==> src/rtl/row_span_render_pkg.sv <==
// Shared definitions for the per-row wall renderer.
// Holds the default view width, the two wall colours (BBGGRR) and the
// 2-bit span FSM state encoding used by row_span_render.
package row_span_render_pkg;

  localparam int H_VIEW_DEF = 640;

  localparam logic [5:0] COL_WALL_LIGHT = 6'b11_00_00;
  localparam logic [5:0] COL_WALL_DARK  = 6'b10_00_00;
  localparam logic [5:0] COL_BLANK      = 6'b00_00_00;

  typedef enum logic [1:0] {
    ST_IDLE = 2'd0,
    ST_PRE  = 2'd1,
    ST_IN   = 2'd2,
    ST_POST = 2'd3
  } span_state_t;

endpackage

==> src/rtl/row_span_render_span_edges.sv <==
// span_edges: combinational wall-slice edge calculator.
// Converts a wall half-height into the left/right pixel columns of the lit
// span, centred on H_VIEW/2 and clamped to the visible line. Also used by
// the floor pass, so it carries no state.
// Ports:
//   i_size   in  SIZE_W  wall half-height (unsigned)
//   o_left   out HPOS_W  first lit column
//   o_right  out HPOS_W  last lit column
module span_edges #(
  parameter int H_VIEW = 640,
  parameter int SIZE_W = 11,
  parameter int HPOS_W = 10
) (
  input  logic [SIZE_W-1:0] i_size,
  output logic [HPOS_W-1:0] o_left,
  output logic [HPOS_W-1:0] o_right
);

  localparam int HALF = H_VIEW / 2;
  localparam logic [SIZE_W:0] HALF_X = (SIZE_W+1)'(HALF);
  localparam logic [SIZE_W:0] LAST_X = (SIZE_W+1)'(H_VIEW - 1);

  // One extra bit so HALF + size cannot wrap before the clamp.
  logic [SIZE_W:0] w_size_x;
  logic [SIZE_W:0] w_sum;

  assign w_size_x = {1'b0, i_size};
  assign w_sum    = HALF_X + w_size_x;

  always_comb begin
    o_left  = '0;
    o_right = HPOS_W'(H_VIEW - 1);
    if (w_size_x < HALF_X) begin
      o_left = HPOS_W'(HALF_X - w_size_x);
      if (w_sum < LAST_X) begin
        o_right = HPOS_W'(w_sum);
      end
    end
  end

endmodule

==> src/rtl/row_span_render.sv <==
// row_span_render: clocked per-row wall renderer.
// Latches one wall slice (side, size) per scan line on line_start, tracks the
// beam through the lit span with a small FSM and emits registered hit/rgb and
// the pixel offset inside the span (span_x) one cycle after hpos.
// Optional build macro ROW_SPAN_RENDER_SHADE_EN: distance shading, halving
// the blue field for narrow (far) walls. Without it the output is flat
// two-colour.
// Ports:
//   clk         in   1       pixel clock
//   reset       in   1       synchronous, active-high
//   line_start  in   1       pulse in hblank; latches side_in/size_in
//   side_in     in   1       wall side for the coming line
//   size_in     in   SIZE_W  wall half-height for the coming line
//   visible     in   1       high while hpos is in 0..H_VIEW-1
//   hpos        in   HPOS_W  beam position
//   hit         out  1       pixel of previous cycle lies in span
//   rgb         out  6       colour BBGGRR, 0 when !hit
//   span_x      out  HPOS_W  offset from left edge, 0 when !hit
module row_span_render
  import row_span_render_pkg::*;
#(
  parameter int H_VIEW = H_VIEW_DEF,
  parameter int SIZE_W = 11,
  parameter int HPOS_W = 10
) (
  input  logic              clk,
  input  logic              reset,
  input  logic              line_start,
  input  logic              side_in,
  input  logic [SIZE_W-1:0] size_in,
  input  logic              visible,
  input  logic [HPOS_W-1:0] hpos,
  output logic              hit,
  output logic [5:0]        rgb,
  output logic [HPOS_W-1:0] span_x
);

  localparam int HALF = H_VIEW / 2;

  span_state_t       r_state;
  span_state_t       w_next_state;
  logic              r_side;
  logic [SIZE_W-1:0] r_size;
  logic [HPOS_W-1:0] w_left;
  logic [HPOS_W-1:0] w_right;
  logic              w_in_span;
  logic              r_hit_p1;
  logic [5:0]        r_rgb_p1;
  logic [HPOS_W-1:0] r_span_x_p1;

`ifdef ROW_SPAN_RENDER_SHADE_EN
  // Far walls (small half-height) get the blue field dimmed to 2'b01.
  function automatic logic [5:0] wall_colour(input logic side, input logic [SIZE_W-1:0] size);
    logic [5:0] col;
    col = side ? COL_WALL_LIGHT : COL_WALL_DARK;
    if ({1'b0, size} < (SIZE_W+1)'(HALF / 4)) begin
      col[5:4] = 2'b01;
    end
    return col;
  endfunction
`else
  function automatic logic [5:0] wall_colour(input logic side);
    return side ? COL_WALL_LIGHT : COL_WALL_DARK;
  endfunction
`endif

  span_edges #(
    .H_VIEW (H_VIEW),
    .SIZE_W (SIZE_W),
    .HPOS_W (HPOS_W)
  ) u_edges (
    .i_size  (r_size),
    .o_left  (w_left),
    .o_right (w_right)
  );

  // Next state and hit decision. line_start overrides any advance that cycle
  // so a fresh slice never renders with the previous line's edges. The >=
  // compares let a beam that jumps past an edge still enter/leave the span.
  always_comb begin
    w_next_state = r_state;
    w_in_span    = 1'b0;
    if (line_start) begin
      w_next_state = ST_PRE;
    end else if (visible) begin
      case (r_state)
        ST_PRE: begin
          if (hpos >= w_left) begin
            w_in_span    = (hpos <= w_right);
            w_next_state = (hpos >= w_right) ? ST_POST : ST_IN;
          end
        end
        ST_IN: begin
          w_in_span = (hpos >= w_left) && (hpos <= w_right);
          if (hpos >= w_right) begin
            w_next_state = ST_POST;
          end
        end
        default: begin
          w_next_state = r_state;
        end
      endcase
    end
  end

  // Stage p1: registered outputs, one cycle after hpos.
  always_ff @(posedge clk) begin
    if (reset) begin
      r_state     <= ST_IDLE;
      r_side      <= 1'b0;
      r_size      <= '0;
      r_hit_p1    <= 1'b0;
      r_rgb_p1    <= COL_BLANK;
      r_span_x_p1 <= '0;
    end else begin
      r_state  <= w_next_state;
      r_hit_p1 <= w_in_span;
      if (line_start) begin
        r_side <= side_in;
        r_size <= size_in;
      end
`ifdef ROW_SPAN_RENDER_SHADE_EN
      r_rgb_p1 <= w_in_span ? wall_colour(r_side, r_size) : COL_BLANK;
`else
      r_rgb_p1 <= w_in_span ? wall_colour(r_side) : COL_BLANK;
`endif
      r_span_x_p1 <= w_in_span ? (hpos - w_left) : '0;
    end
  end

  assign hit    = r_hit_p1;
  assign rgb    = r_rgb_p1;
  assign span_x = r_span_x_p1;

endmodule

==> config.mk <==
export PLATFORM = sky130hd
export DESIGN_NAME = row_span_render
export DESIGN_NICKNAME = d
export VERILOG_FILES = /design/src/rtl/row_span_render_pkg.sv /design/src/rtl/row_span_render_span_edges.sv /design/src/rtl/row_span_render.sv
export SDC_FILE = /design/constraint.sdc
export NUM_CORES = 1
export LEC_CHECK = 0
export ABC_CLOCK_PERIOD_IN_PS = 4500
export BUFFER_PORTS_ARGS = -buffer_cell sky130_fd_sc_hd__buf_2
export CORE_MARGIN = 5
export CORE_UTILIZATION = 40
export DETAILED_ROUTE_END_ITERATION = 8
export PLACE_DENSITY = 0.67
export SLEW_MARGIN = 10
export SYNTH_ARGS = -nofsm -noshare
export SYNTH_HDL_FRONTEND = slang
export SYNTH_HIERARCHICAL = 1
export SYNTH_SLANG_ARGS = --single-unit
==> constraint.sdc <==
create_clock -name clk -period 4.5 [get_ports clk]
set_clock_uncertainty 0.15 [all_clocks]
set_input_delay 0.675 -clock clk [delete_from_list [all_inputs] [get_ports clk]]
set_output_delay 0.675 -clock clk [all_outputs]
set_load 0.02 [all_outputs]
# Word level (Yosys, flattened, before mapping)
# Cells that the tools add are included.
[op_classes]
order_cmp = 5
n_eq_ne = 6
n_addsub = 3
reduce_logical = 8
bitwise_logic = 1
mux = 14
[op_table]
columns = ["operator", "n"]
rows = [
  ["10-bit two-way mux", 3],
  ["10-bit >= comparator", 2],
  ["9-bit by 11-bit adder with 12-bit output (first input constant)", 1],
  ["12-bit by 10-bit < comparator with 1-bit output (second input constant)", 1],
  ["11-bit by 9-bit < comparator with 1-bit output (second input constant)", 1],
  ["10-bit <= comparator", 1],
  ["10-bit subtractor", 1],
  ["9-bit by 10-bit subtractor with 10-bit output (first input constant)", 1],
  ["4-bit AND reduction", 2],
  ["1-bit two-way mux", 6],
  ["3-bit inequality test (second input constant)", 2],
  ["5-bit two-way mux", 1],
  ["2-bit two-way mux", 2],
  ["2-bit inequality test (second input constant)", 2],
  ["2-bit case mux with 2 select lines", 1],
  ["2-bit nonzero test", 2],
  ["2-bit OR reduction", 2],
  ["3-bit nonzero test", 1],
  ["2-bit by 1-bit == test with 1-bit output (second input constant)", 1],
  ["2-bit == test (second input constant)", 1],
  ["1-bit case mux with 2 select lines", 1],
  ["1-bit logical AND", 1],
  ["1-bit NOT", 1],
]
[word_totals]
out_inout_bits = 17
regBits = 31
word_cells = 44

# Longest topological paths before layout
# Gate-level depths: netlist of run 1.
[depth]
word_depth = 11
ltp_mapped = 13
ltp_nobuf = 12

# Modules after synthesis
# Netlist of run 1, hierarchy kept.
[by_module_without_submodules]
columns = ["mod", "cells_per_inst", "n_inst", "area_per_inst_um2"]
rows = [
  ["row_span_render", 197, 1, 1724.2],
  ["span_edges", 66, 1, 509.2],
]

# Worst setup path after synthesis of run 1
# Ideal clock, no wire load.
[synth_timing]
path_kind = "register to register"
startpoint = "register r_size[6]"
endpoint = "register r_span_x_p1[9] (netlist: span_x[9])"
path_buffers = 1
stages_incl_launch_ff = 14
period_less_slack_ns = 3.413
t_arrival_ns = 3.190
setup_slack_ns = 1.087
cell_sequence = "dfxtp_1 -> inv_1 -> ha_1 -> a21oi_1 -> o21ai_2 -> a2111oi_2 -> inv_1 -> ha_1 -> and4_2 -> o211a_1 -> a211o_1 -> a2111o_1 -> buf_6 -> a31oi_4"
[synth_between]
elab_chain_len = 11
[synth_rtl]
columns = ["item", "line", "rtl"]
rows = [
  ["from (decl)", "row_span_render.sv:43", "logic [SIZE_W-1:0] r_size;"],
  ["from (signal assigned)", "row_span_render.sv:120", "r_size <= size_in;"],
  ["9-bit by 11-bit adder with 12-bit output", "row_span_render_span_edges.sv:28", "assign w_sum = HALF_X + w_size_x;"],
  ["12-bit by 10-bit < comparator with 1-bit output", "row_span_render_span_edges.sv:35", "if (w_sum < LAST_X) begin"],
  ["10-bit two-way mux", "row_span_render_span_edges.sv:35", ""],
  ["10-bit two-way mux (*)", "row_span_render_span_edges.sv:33", "if (w_size_x < HALF_X) begin"],
  ["named net w_right[8]", "row_span_render.sv:45", "logic [HPOS_W-1:0] w_right;"],
  ["10-bit <= comparator (*)", "row_span_render.sv:89, row_span_render.sv:94", ""],
  ["1-bit two-way mux or 1-bit logical AND (tied branches)", "row_span_render.sv:88, row_span_render.sv:94", ""],
  ["1-bit case mux with 2 select lines (*)", "row_span_render.sv:86", "case (r_state)"],
  ["1-bit two-way mux (*)", "row_span_render.sv:85", "end else if (visible) begin"],
  ["1-bit two-way mux (*)", "row_span_render.sv:83", "if (line_start) begin"],
  ["1-bit NOT (no line) (*)", "n/a", ""],
  ["2-bit OR reduction (no line) (*)", "n/a", ""],
  ["to (signal assigned)", "row_span_render.sv:127", "r_span_x_p1 <= w_in_span ? (hpos - w_left) : '0;"],
  ["to (decl)", "row_span_render.sv:49", "logic [HPOS_W-1:0] r_span_x_p1;"],
]
# Mark *: on every way through the listed nets, which the timed path passes. The rest lies on a longest branch.
# A chain may end at the register's enable or synchronous reset.

# Worst setup path in the final report of run 1
[layout_timing]
startpoint = "register r_size[7]"
endpoint = "register r_span_x_p1[3] (netlist: span_x[3])"
# The elaborated chain is that of the path after synthesis.

==> impl_metrics.env, run 1 <==
export IMPL_antenna_found_initial=0
export IMPL_fillerInstances=578
export IMPL_clock_sinks=27
export IMPL_io_buffers=38
export IMPL_fin_tns_setup_ns=0
export IMPL_postCtsSetupBuffers=0
export IMPL_cp_end_kind="register"
export IMPL_clockPowerShare=0.209
export IMPL_power_share_switching=0.361
export IMPL_drc_errors=0
export IMPL_seqCellArea_um2=541
export IMPL_fmax_mhz=264
export IMPL_seq_power_share=0.392
export IMPL_antenna_cells=0
export IMPL_core_area_um2=5470
export IMPL_dp_hpwl_um=4000
export IMPL_path_class="reg2reg"
export IMPL_postSynthAreaPerCell_um2=8.49
export IMPL_yosysWarnings=6
export IMPL_drv_slew=0
export IMPL_cts_tree="built"
export IMPL_maxCapViolations=0
export IMPL_drt_initial_drc_count=55
export IMPL_use_met2=0.228
export IMPL_synth_seq_area_share=0.242
export IMPL_hold_slack_ns=0.319
export IMPL_vias=1884
export IMPL_grt_pass1_wl_um=8220
export IMPL_grt_use_met3=0.0334
export IMPL_multi_input_area_um2=1490
export IMPL_firstDrtPassIters=4
export IMPL_fin_crit_sh=0.843
export IMPL_wl_um=4810
export IMPL_initial_core_util=0.408
export IMPL_cp_required_ns=4.55
export IMPL_die_area_um2=7180
export IMPL_ctsResizeCount=0
export IMPL_final_core_util=0.456
export IMPL_cp_max_fo=13
export IMPL_crit_start="r_size[7]"
export IMPL_synth_edf_count=0
export IMPL_clk_pin_slew_ns=0.09
export IMPL_min_period_ns=3.79
export IMPL_first_global_vias=1812
export IMPL_syn2layout_area_growth_pct=11.7
export IMPL_grt_overflow=0
export IMPL_rsz0062_at_grt="false"
export IMPL_grt_use_met1=0.177
export IMPL_finalSetupViolations=0
export IMPL_gp_congestion=0.809
export IMPL_worstMarginPinSlew_ns=0.814
export IMPL_nets=352
export IMPL_grt_max_degree=15
export IMPL_p_leak_nw=1.21
export IMPL_max_slew_margin=0.444
export IMPL_crit_end="span_x[3]"
export IMPL_fp_dieH_um=84.7
export IMPL_drive_above_1_share=0.185
export IMPL_synthFlopType="dfxtp_1"
export IMPL_reg2reg_to="span_x[3]"
export IMPL_rrSetupSlack_ns=0.71
export IMPL_root_buffer="clkbuf_8"
export IMPL_rr_startpoint="r_size[7]"
export IMPL_outcome="complete, no violations"
export IMPL_h_tree_depth=1
export IMPL_critPathLaunchType="register"
export IMPL_power_frac_comb=0.398
export IMPL_clockBufferDepth=2
export IMPL_power_switching_mw=0.241
export IMPL_gr_usage_all_layers=0.137
export IMPL_num_rows=27
export IMPL_clock_latency_ns=0.28
export IMPL_holdBufCountCts=0
export IMPL_ioPinCount=43
export IMPL_ys_ff_latch=27
export IMPL_ys_types=55
export IMPL_postSynthCellCount=263
export IMPL_crit_arrival_ns=3.84
export IMPL_hp_class="reg2reg"
export IMPL_synth_async_reset_ratio=0
export IMPL_antenna_left=0
export IMPL_vdd_drop_max_uv=152
export IMPL_die_w_um=84.7
export IMPL_final_common_cell="buf_2"
export IMPL_post_drt_wl_per_cell_um=13.0
export IMPL_cts_buffers=3
export IMPL_hold_violations=0
export IMPL_layout_common_cells="buf_2 (38), inv_1 (34), nor2_1 (29), ha_1 (27), dfxtp_1 (27)"
export IMPL_viasPerCell=5.11
export IMPL_busiest_layer="met2"
export IMPL_r2r_cells=12
export IMPL_power_density_nw_per_um2=267
export IMPL_intPower_mw=0.426
export IMPL_syn_area_um2=2230
==> worst min path at each step <==
stage,to,from,cells past startpoint
after CTS,rgb[4],r_side,2
after global placement,rgb[4],r_side,2
after global routing,rgb[4],r_side,2
after detailed placement,rgb[4],r_side,2
after floorplan,rgb[4],r_side,2
final,rgb[4],r_side,2
==> power by group through the flow <==
stage                     Sequential, mW  Clock (mW)  Combinational [mW]
final                              0.262       0.140               0.266
after global routing               0.264       0.158               0.303
after detailed placement           0.267           0               0.264
after floorplan                    0.263           0               0.213
after CTS                          0.262       0.150               0.266
after global placement             0.267           0               0.261
==> critical path, stage by stage (launching register included) <==
cell       delay, ns
dfxtp_1         0.55
inv_1           0.15
ha_1            0.32
a21oi_1         0.20
o21ai_2         0.13
a2111oi_2       0.37
inv_1           0.08
ha_1            0.28
and4_2          0.27
o211a_1         0.13
a211o_1         0.22
a2111o_1        0.61
nor3_1          0.24
==> routing by layer <==
| metal | vias up | routed length, um |
|---|---|---|
| met5 | - | 0 |
| met4 | 0 | 81 |
| met3 | 11 | 255 |
| met2 | 40 | 2200 |
| met1 | 840 | 2270 |
| li1 | 993 | - |
==> cell type report <==
cell class / instances / share of cell area
Multi-Input combinational cell: 192 / 0.599
Inverter: 36 / 0.0542
Timing Repair Buffer: 38 / 0.0763
Clock buffer: 4 / 0.0181
Tap cell: 72 / 0.0361
Sequential cell: 27 / 0.217
==> Yosys cell counts (2+ instances only) <==
library cell / number / area share
a2111o_1: 6 / 0.030
a211o_1: 2 / 0.0078
a211oi_1: 3 / 0.010
a21boi_0: 2 / 0.0067
a21oi_1: 11 / 0.025
a31oi_1: 3 / 0.0084
and3_1: 2 / 0.0056
and4_1: 4 / 0.016
buf_4: 5 / 0.017
buf_6: 2 / 0.010
clkbuf_1: 2 / 0.0034
conb_1: 2 / 0.0034
dfxtp_1: 27 / 0.24
ha_1: 27 / 0.15
inv_1: 34 / 0.057
inv_2: 2 / 0.0034
mux2i_1: 15 / 0.067
nand2_1: 7 / 0.012
nand3_1: 7 / 0.016
nand4_1: 3 / 0.0084
nor2_1: 29 / 0.049
nor2b_1: 4 / 0.011
nor3_1: 8 / 0.018
o2111ai_1: 4 / 0.016
o21a_1: 6 / 0.020
o21ai_0: 9 / 0.020
o21ai_2: 2 / 0.0078
o31ai_1: 2 / 0.0067
xnor2_1: 3 / 0.012
xor2_1: 5 / 0.020
==> kinds of logic after synthesis <==
| logic type | after synthesis | synth area share |
|---|---|---|
| buffers and inverters | 47 | 0.0947 |
| other | 2 | 0.00336 |
| adders and majority gates | 28 | 0.160 |
| xor gates and xnor gates | 8 | 0.0314 |
| and+or+nand+nor | 73 | 0.175 |
| muxes | 15 | 0.0672 |
| AOI/OAI and AO/OA | 63 | 0.226 |
| DFF | 27 | 0.242 |
==> through the flow <==
stage	power [mW]	setup WS (ns)	instances	instance area, um2
after global routing	0.725	0.480	369	2490
after detailed placement	0.531	0.762	365	2450
after global placement	0.528	0.833	365	2450
after CTS	0.677	0.720	369	2490
final	0.667	0.708	369	2490
after floorplan	0.475	1.09	266	2240
==> sequential cells by signal (all words and copies together) (netlist names) <==
register  cells
r_size       11
span_x       10
r_state       2
rgb           2
hit           1
r_side        1
Note: power is estimated with default switching activity, not from simulation.
==> run 2: changes to the inputs <==
--- a/config.mk
+++ b/config.mk
@@ -5,12 +5,12 @@
 export SDC_FILE = /design/constraint.sdc
 export NUM_CORES = 1
 export LEC_CHECK = 0
-export ABC_CLOCK_PERIOD_IN_PS = 4500
+export ABC_CLOCK_PERIOD_IN_PS = 3050
 export BUFFER_PORTS_ARGS = -buffer_cell sky130_fd_sc_hd__buf_2
 export CORE_MARGIN = 5
 export CORE_UTILIZATION = 40
 export DETAILED_ROUTE_END_ITERATION = 8
-export PLACE_DENSITY = 0.67
+export PLACE_DENSITY = 0.69
 export SLEW_MARGIN = 10
 export SYNTH_ARGS = -nofsm -noshare
 export SYNTH_HDL_FRONTEND = slang
==> constraint.sdc (replaced) <==
create_clock -name clk -period 3.05 [get_ports clk]
set_clock_uncertainty 0.15 [all_clocks]
set_input_delay 0.4575 -clock clk [delete_from_list [all_inputs] [get_ports clk]]
set_output_delay 0.4575 -clock clk [all_outputs]
set_load 0.02 [all_outputs]
==> impl_metrics.env, run 2 (synthesis gave the netlist of run 1 again) <==
export IMPL_drc_errors=0
export IMPL_cp_required_ns=3.11
export IMPL_placed_cells=405
export IMPL_ioPinCount=43
export IMPL_first_global_vias=1997
export IMPL_layout_common_cells="buf_4 (42), buf_2 (38), inv_1 (29), nor2_1 (25), dfxtp_1 (21)"
export IMPL_die_w_um=84.7
export IMPL_cts_buffers=3
export IMPL_p_leak_nw=1.47
export IMPL_power_density_nw_per_um2=374
export IMPL_vias=2126
export IMPL_core_area_um2=5470
export IMPL_h_tree_depth=1
export IMPL_largest_register_ffs=11
export IMPL_final_common_cell="buf_4"
export IMPL_clock_sinks=27
export IMPL_antenna_cells=0
export IMPL_setup_ws_ns=-0.165
export IMPL_gr_usage_all_layers=0.152
export IMPL_cp_max_fo=7
export IMPL_outcome="finished, violations left"
export IMPL_initial_core_util=0.408
export IMPL_fillerInstances=517
export IMPL_viasPerCell=5.14
export IMPL_multi_input_area_um2=1720
export IMPL_dp_hpwl_um=4470
export IMPL_wl_um=5870
export IMPL_antenna_found_initial=0
export IMPL_rsz0062_at_grt="true"
export IMPL_die_area_um2=7180
export IMPL_fp_dieH_um=84.7
export IMPL_max_flop_register="r_size"
export IMPL_min_period_ns=3.22
export IMPL_fin_cells=414
export IMPL_io_buffers=38
export IMPL_fmax_mhz=311
export IMPL_drive_above_1_share=0.401
export IMPL_clockBufferDepth=2
export IMPL_fin_tns_setup_ns=-1.35
export IMPL_clock_latency_ns=0.28
export IMPL_finalSetupViolations=13
export IMPL_crit_arrival_ns=3.27
export IMPL_maxCapViolations=0
export IMPL_final_core_util=0.567
export IMPL_num_rows=27
export IMPL_hp_class="in2reg"
export IMPL_syn2layout_area_growth_pct=38.9
export IMPL_antenna_left=0
export IMPL_clk_pin_slew_ns=0.09
export IMPL_root_buffer="clkbuf_8"
export IMPL_post_drt_wl_per_cell_um=14.2
export IMPL_drv_slew=0
export IMPL_fin_crit_sh=1.05
export IMPL_critPathLaunchType="register"
export IMPL_failed_checks="negative setup slack"
export IMPL_gp_congestion=0.886
export IMPL_cp_end_kind="register"
export IMPL_dpl_worst_slack_ns=-0.152
export IMPL_grt_overflow=0
export IMPL_seqCellArea_um2=553
export IMPL_nets=397
export IMPL_cts_tree="built"
export IMPL_grt_pass1_wl_um=8960
export IMPL_drt_initial_drc_count=57
export IMPL_grt_max_degree=15
export IMPL_firstDrtPassIters=4
export IMPL_vdd_drop_max_uv=271
export IMPL_path_class="reg2reg"
export IMPL_hold_violations=0
## run 2: cell types whose count changed in the layout (fill, tap and decap cells not counted), moves of 4 or more
cell,before,now
dfxtp_1,27,21
inv_2,2,7
nor2_1,29,25
inv_1,34,29
ha_1,27,18
ha_4,0,9
buf_4,0,42
dfxtp_2,0,4
## run 2: stage by stage
step	power, mW	area (um2)	hold slack (ns)
after detailed placement	0.878	2790	0.302
after CTS	1.10	2860	0.253
final	1.16	3100	0.259
after global routing	1.24	3100	0.254
after global placement	0.868	2790	0.310
after floorplan	0.706	2270	0.258
## run 2: repair_timing
item / CTS / global route
setup buffers: 1 / 3
hold buffers: 0 / 0
setup endpoints to repair: 15 / 15
gates cloned: 0 / 1
resized for setup: 7 / 36
pin swaps: 3 / 14
endpoints found under the hold margin: 0 / 0
## run 2: worst paths after layout
| path | startpoint | endpoint | slack, ns | cells after the start |
|---|---|---|---|---|
| setup / recovery | r_size[7] | span_x[3] | -0.17 | 13 |
| hold / removal | size_in[2] | r_size[2] | 0.26 | 3 |
| setup reg to reg | r_size[7] | span_x[3] | -0.17 | 13 |
| hold reg to reg | r_side | rgb[4] | 0.32 | 2 |
## run 2: metal layers
layer  vias up  track usage  wire (um)
met5         -            0          0
met4         0       0.0173         42
met3         6       0.0314        239
met2        42        0.278       3020
met1       992        0.187       2560
li1       1086            -          -
## run 2: critical path, stage by stage (launching register included)
cell and delay [ns]:
dfxtp_4 0.38, inv_2 0.05, ha_4 0.25, a21oi_4 0.15
o21ai_4 0.11, a2111o_1 0.38, inv_1 0.08, ha_1 0.24
a21oi_1 0.16, o21ai_1 0.09, a211o_1 0.31, a2111o_1 0.46
buf_12 0.18, nor3_2 0.15
## run 2: layout make-up
type / instances / area share
timing repair buffer: 83 / 0.181
sequential: 27 / 0.178
inverter: 36 / 0.0436
tap: 72 / 0.0290
multi-input combinational: 192 / 0.553
clock buffer: 4 / 0.0145
## run 2: power breakdown
group | internal, mW | total [mW] | switching [mW]
Combinational | 0.283 | 0.570 | 0.287
Sequential | 0.365 | 0.382 | 0.0172
Clock | 0.0938 | 0.207 | 0.113
Total | 0.742 | 1.16 | 0.417
==> run 3: changes to the inputs <==
--- a/config.mk
+++ b/config.mk
@@ -6,11 +6,11 @@
 export NUM_CORES = 1
 export LEC_CHECK = 0
 export ABC_CLOCK_PERIOD_IN_PS = 3050
-export BUFFER_PORTS_ARGS = -buffer_cell sky130_fd_sc_hd__buf_2
 export CORE_MARGIN = 5
 export CORE_UTILIZATION = 40
 export DETAILED_ROUTE_END_ITERATION = 8
-export PLACE_DENSITY = 0.69
+export DONT_BUFFER_PORTS = 1
+export PLACE_DENSITY = 0.62
 export SLEW_MARGIN = 10
 export SYNTH_ARGS = -nofsm -noshare
 export SYNTH_HDL_FRONTEND = slang
==> impl_metrics.env, run 3 (synthesis gave the netlist of run 1 again) <==
export IMPL_final_common_cell="buf_4"
export IMPL_layout_common_cells="buf_4 (50), inv_1 (27), nor2_1 (25), dfxtp_1 (20)"
export IMPL_initial_core_util=0.408
export IMPL_grt_pass1_wl_um=9730
export IMPL_antenna_cells=0
export IMPL_clockBufferDepth=2
export IMPL_fin_crit_sh=1.04
export IMPL_wl_um=5910
export IMPL_intPower_mw=0.745
export IMPL_placed_cells=372
export IMPL_multi_input_area_um2=1750
export IMPL_die_area_um2=7180
export IMPL_hold_violations=0
export IMPL_grt_overflow=0
export IMPL_dpl_worst_slack_ns=-0.153
export IMPL_clockPowerShare=0.179
export IMPL_reg2reg_to="span_x[7]"
export IMPL_rsz0062_at_grt="true"
export IMPL_dp_hpwl_um=4630
export IMPL_firstDrtPassIters=4
export IMPL_largest_register_ffs=11
export IMPL_ioPinCount=43
export IMPL_finalSetupViolations=12
export IMPL_path_class="reg2reg"
export IMPL_p_leak_nw=1.33
export IMPL_seqCellArea_um2=557
export IMPL_placed_area_um2=2630
export IMPL_vdd_drop_max_uv=255
export IMPL_antenna_found_initial=0
export IMPL_power_switching_mw=0.406
export IMPL_antenna_left=0
export IMPL_post_drt_wl_per_cell_um=15.4
export IMPL_crit_start="r_size[6]"
export IMPL_hp_class="in2reg"
export IMPL_clock_sinks=27
export IMPL_drive_above_1_share=0.367
export IMPL_min_period_ns=3.17
export IMPL_crit_arrival_ns=3.22
export IMPL_grt_max_degree=15
export IMPL_drt_initial_drc_count=97
export IMPL_die_w_um=84.7
export IMPL_clock_latency_ns=0.27
export IMPL_crit_end="span_x[7]"
export IMPL_first_global_vias=2105
export IMPL_syn2layout_area_growth_pct=33.7
export IMPL_cts_buffers=3
export IMPL_critPathLaunchType="register"
export IMPL_cp_end_kind="register"
export IMPL_cts_tree="built"
export IMPL_power_frac_comb=0.490
export IMPL_setup_ws_ns=-0.122
export IMPL_root_buffer="clkbuf_8"
export IMPL_fillerInstances=517
export IMPL_cp_required_ns=3.10
export IMPL_holdBufCountCts=0
export IMPL_fmax_mhz=315
export IMPL_viasPerCell=5.26
export IMPL_fin_cells=383
export IMPL_io_buffers=0
export IMPL_min_path_cells=1
export IMPL_maxCapViolations=0
export IMPL_rr_startpoint="r_size[6]"
export IMPL_drc_errors=0
export IMPL_gr_usage_all_layers=0.164
export IMPL_vias=2015
export IMPL_failed_checks="negative setup slack"
export IMPL_clk_pin_slew_ns=0.09
export IMPL_cp_max_fo=7
export IMPL_outcome="finished, violations left"
export IMPL_p_total_mw=1.15
export IMPL_max_flop_register="r_size"
export IMPL_rrSetupSlack_ns=-0.12
export IMPL_num_rows=27
export IMPL_gp_congestion=0.863
export IMPL_power_share_switching=0.353
export IMPL_design_area_um2=2990
export IMPL_seq_power_share=0.332
export IMPL_nets=366
export IMPL_r2r_cells=13
export IMPL_core_area_um2=5470
export IMPL_drv_slew=0
export IMPL_fp_dieH_um=84.7
export IMPL_h_tree_depth=1
export IMPL_power_density_nw_per_um2=386
-- run 3: stage by stage --
stage | hold WS [ns] | TNS, ns | util
3_5_place_dp | 0.315 | -1.15 | 0.481
6_report | 0.0830 | -0.613 | 0.545
5_1_grt | 0.0633 | -1.75 | 0.545
3_3_place_gp | 0.315 | -0.768 | 0.481
2_1_floorplan | 0.258 | 0 | -
4_1_cts | 0.0777 | -1.24 | 0.524
-- run 3: power by group through the flow --
stage / Sequential [mW] / Clock (mW) / Combinational, mW
floorplan: 0.387 / 0 / 0.319
CTS: 0.380 / 0.214 / 0.516
global placement: 0.388 / 0 / 0.463
finish: 0.382 / 0.205 / 0.564
global route: 0.385 / 0.229 / 0.617
detailed placement: 0.388 / 0 / 0.474
-- run 3: worst min-delay path by stage --
stage               startpoint          to  slack [ns]
finish                   reset   r_size[7]        0.08
global route             reset   r_size[1]        0.06
CTS                      reset   r_size[7]        0.08
detailed placement      r_side      rgb[4]        0.31
global placement    r_state[1]  r_state[1]        0.31
floorplan               r_side      rgb[4]        0.26
-- run 3: per-layer routing --
layer	up-vias	global-route usage	share of wire
li1	1024	-	-
met1	936	0.195	0.42
met2	49	0.295	0.52
met3	6	0.0363	0.043
met4	0	0.0417	0.011
met5	-	0	0
-- run 3: timing repair --
action	4_1_cts	5_1_grt
cloned	1	0
buffers inserted	4	3
pin swaps	11	11
endpoints found under the hold margin	0	0
endpoints found under the setup margin	15	15
gates resized for setup	22	33
-- run 3: final cells by class --
cell class	instances	share of cell area
tap	72	0.0302
timing repair buffer	52	0.136
multi-input combinational	192	0.586
inverter	36	0.0461
sequential	27	0.187
clock buffer	4	0.0151
-- run 3: critical path, cell delays in order, from the launching register on --
cell      delay (ns)
dfxtp_4         0.40
inv_4           0.04
ha_4            0.24
a21oi_4         0.15
o21ai_4         0.10
a2111o_1        0.39
inv_2           0.08
ha_4            0.20
and4_1          0.21
o211a_1         0.13
a211o_1         0.23
a2111o_1        0.44
buf_12          0.17
nor3_1          0.16
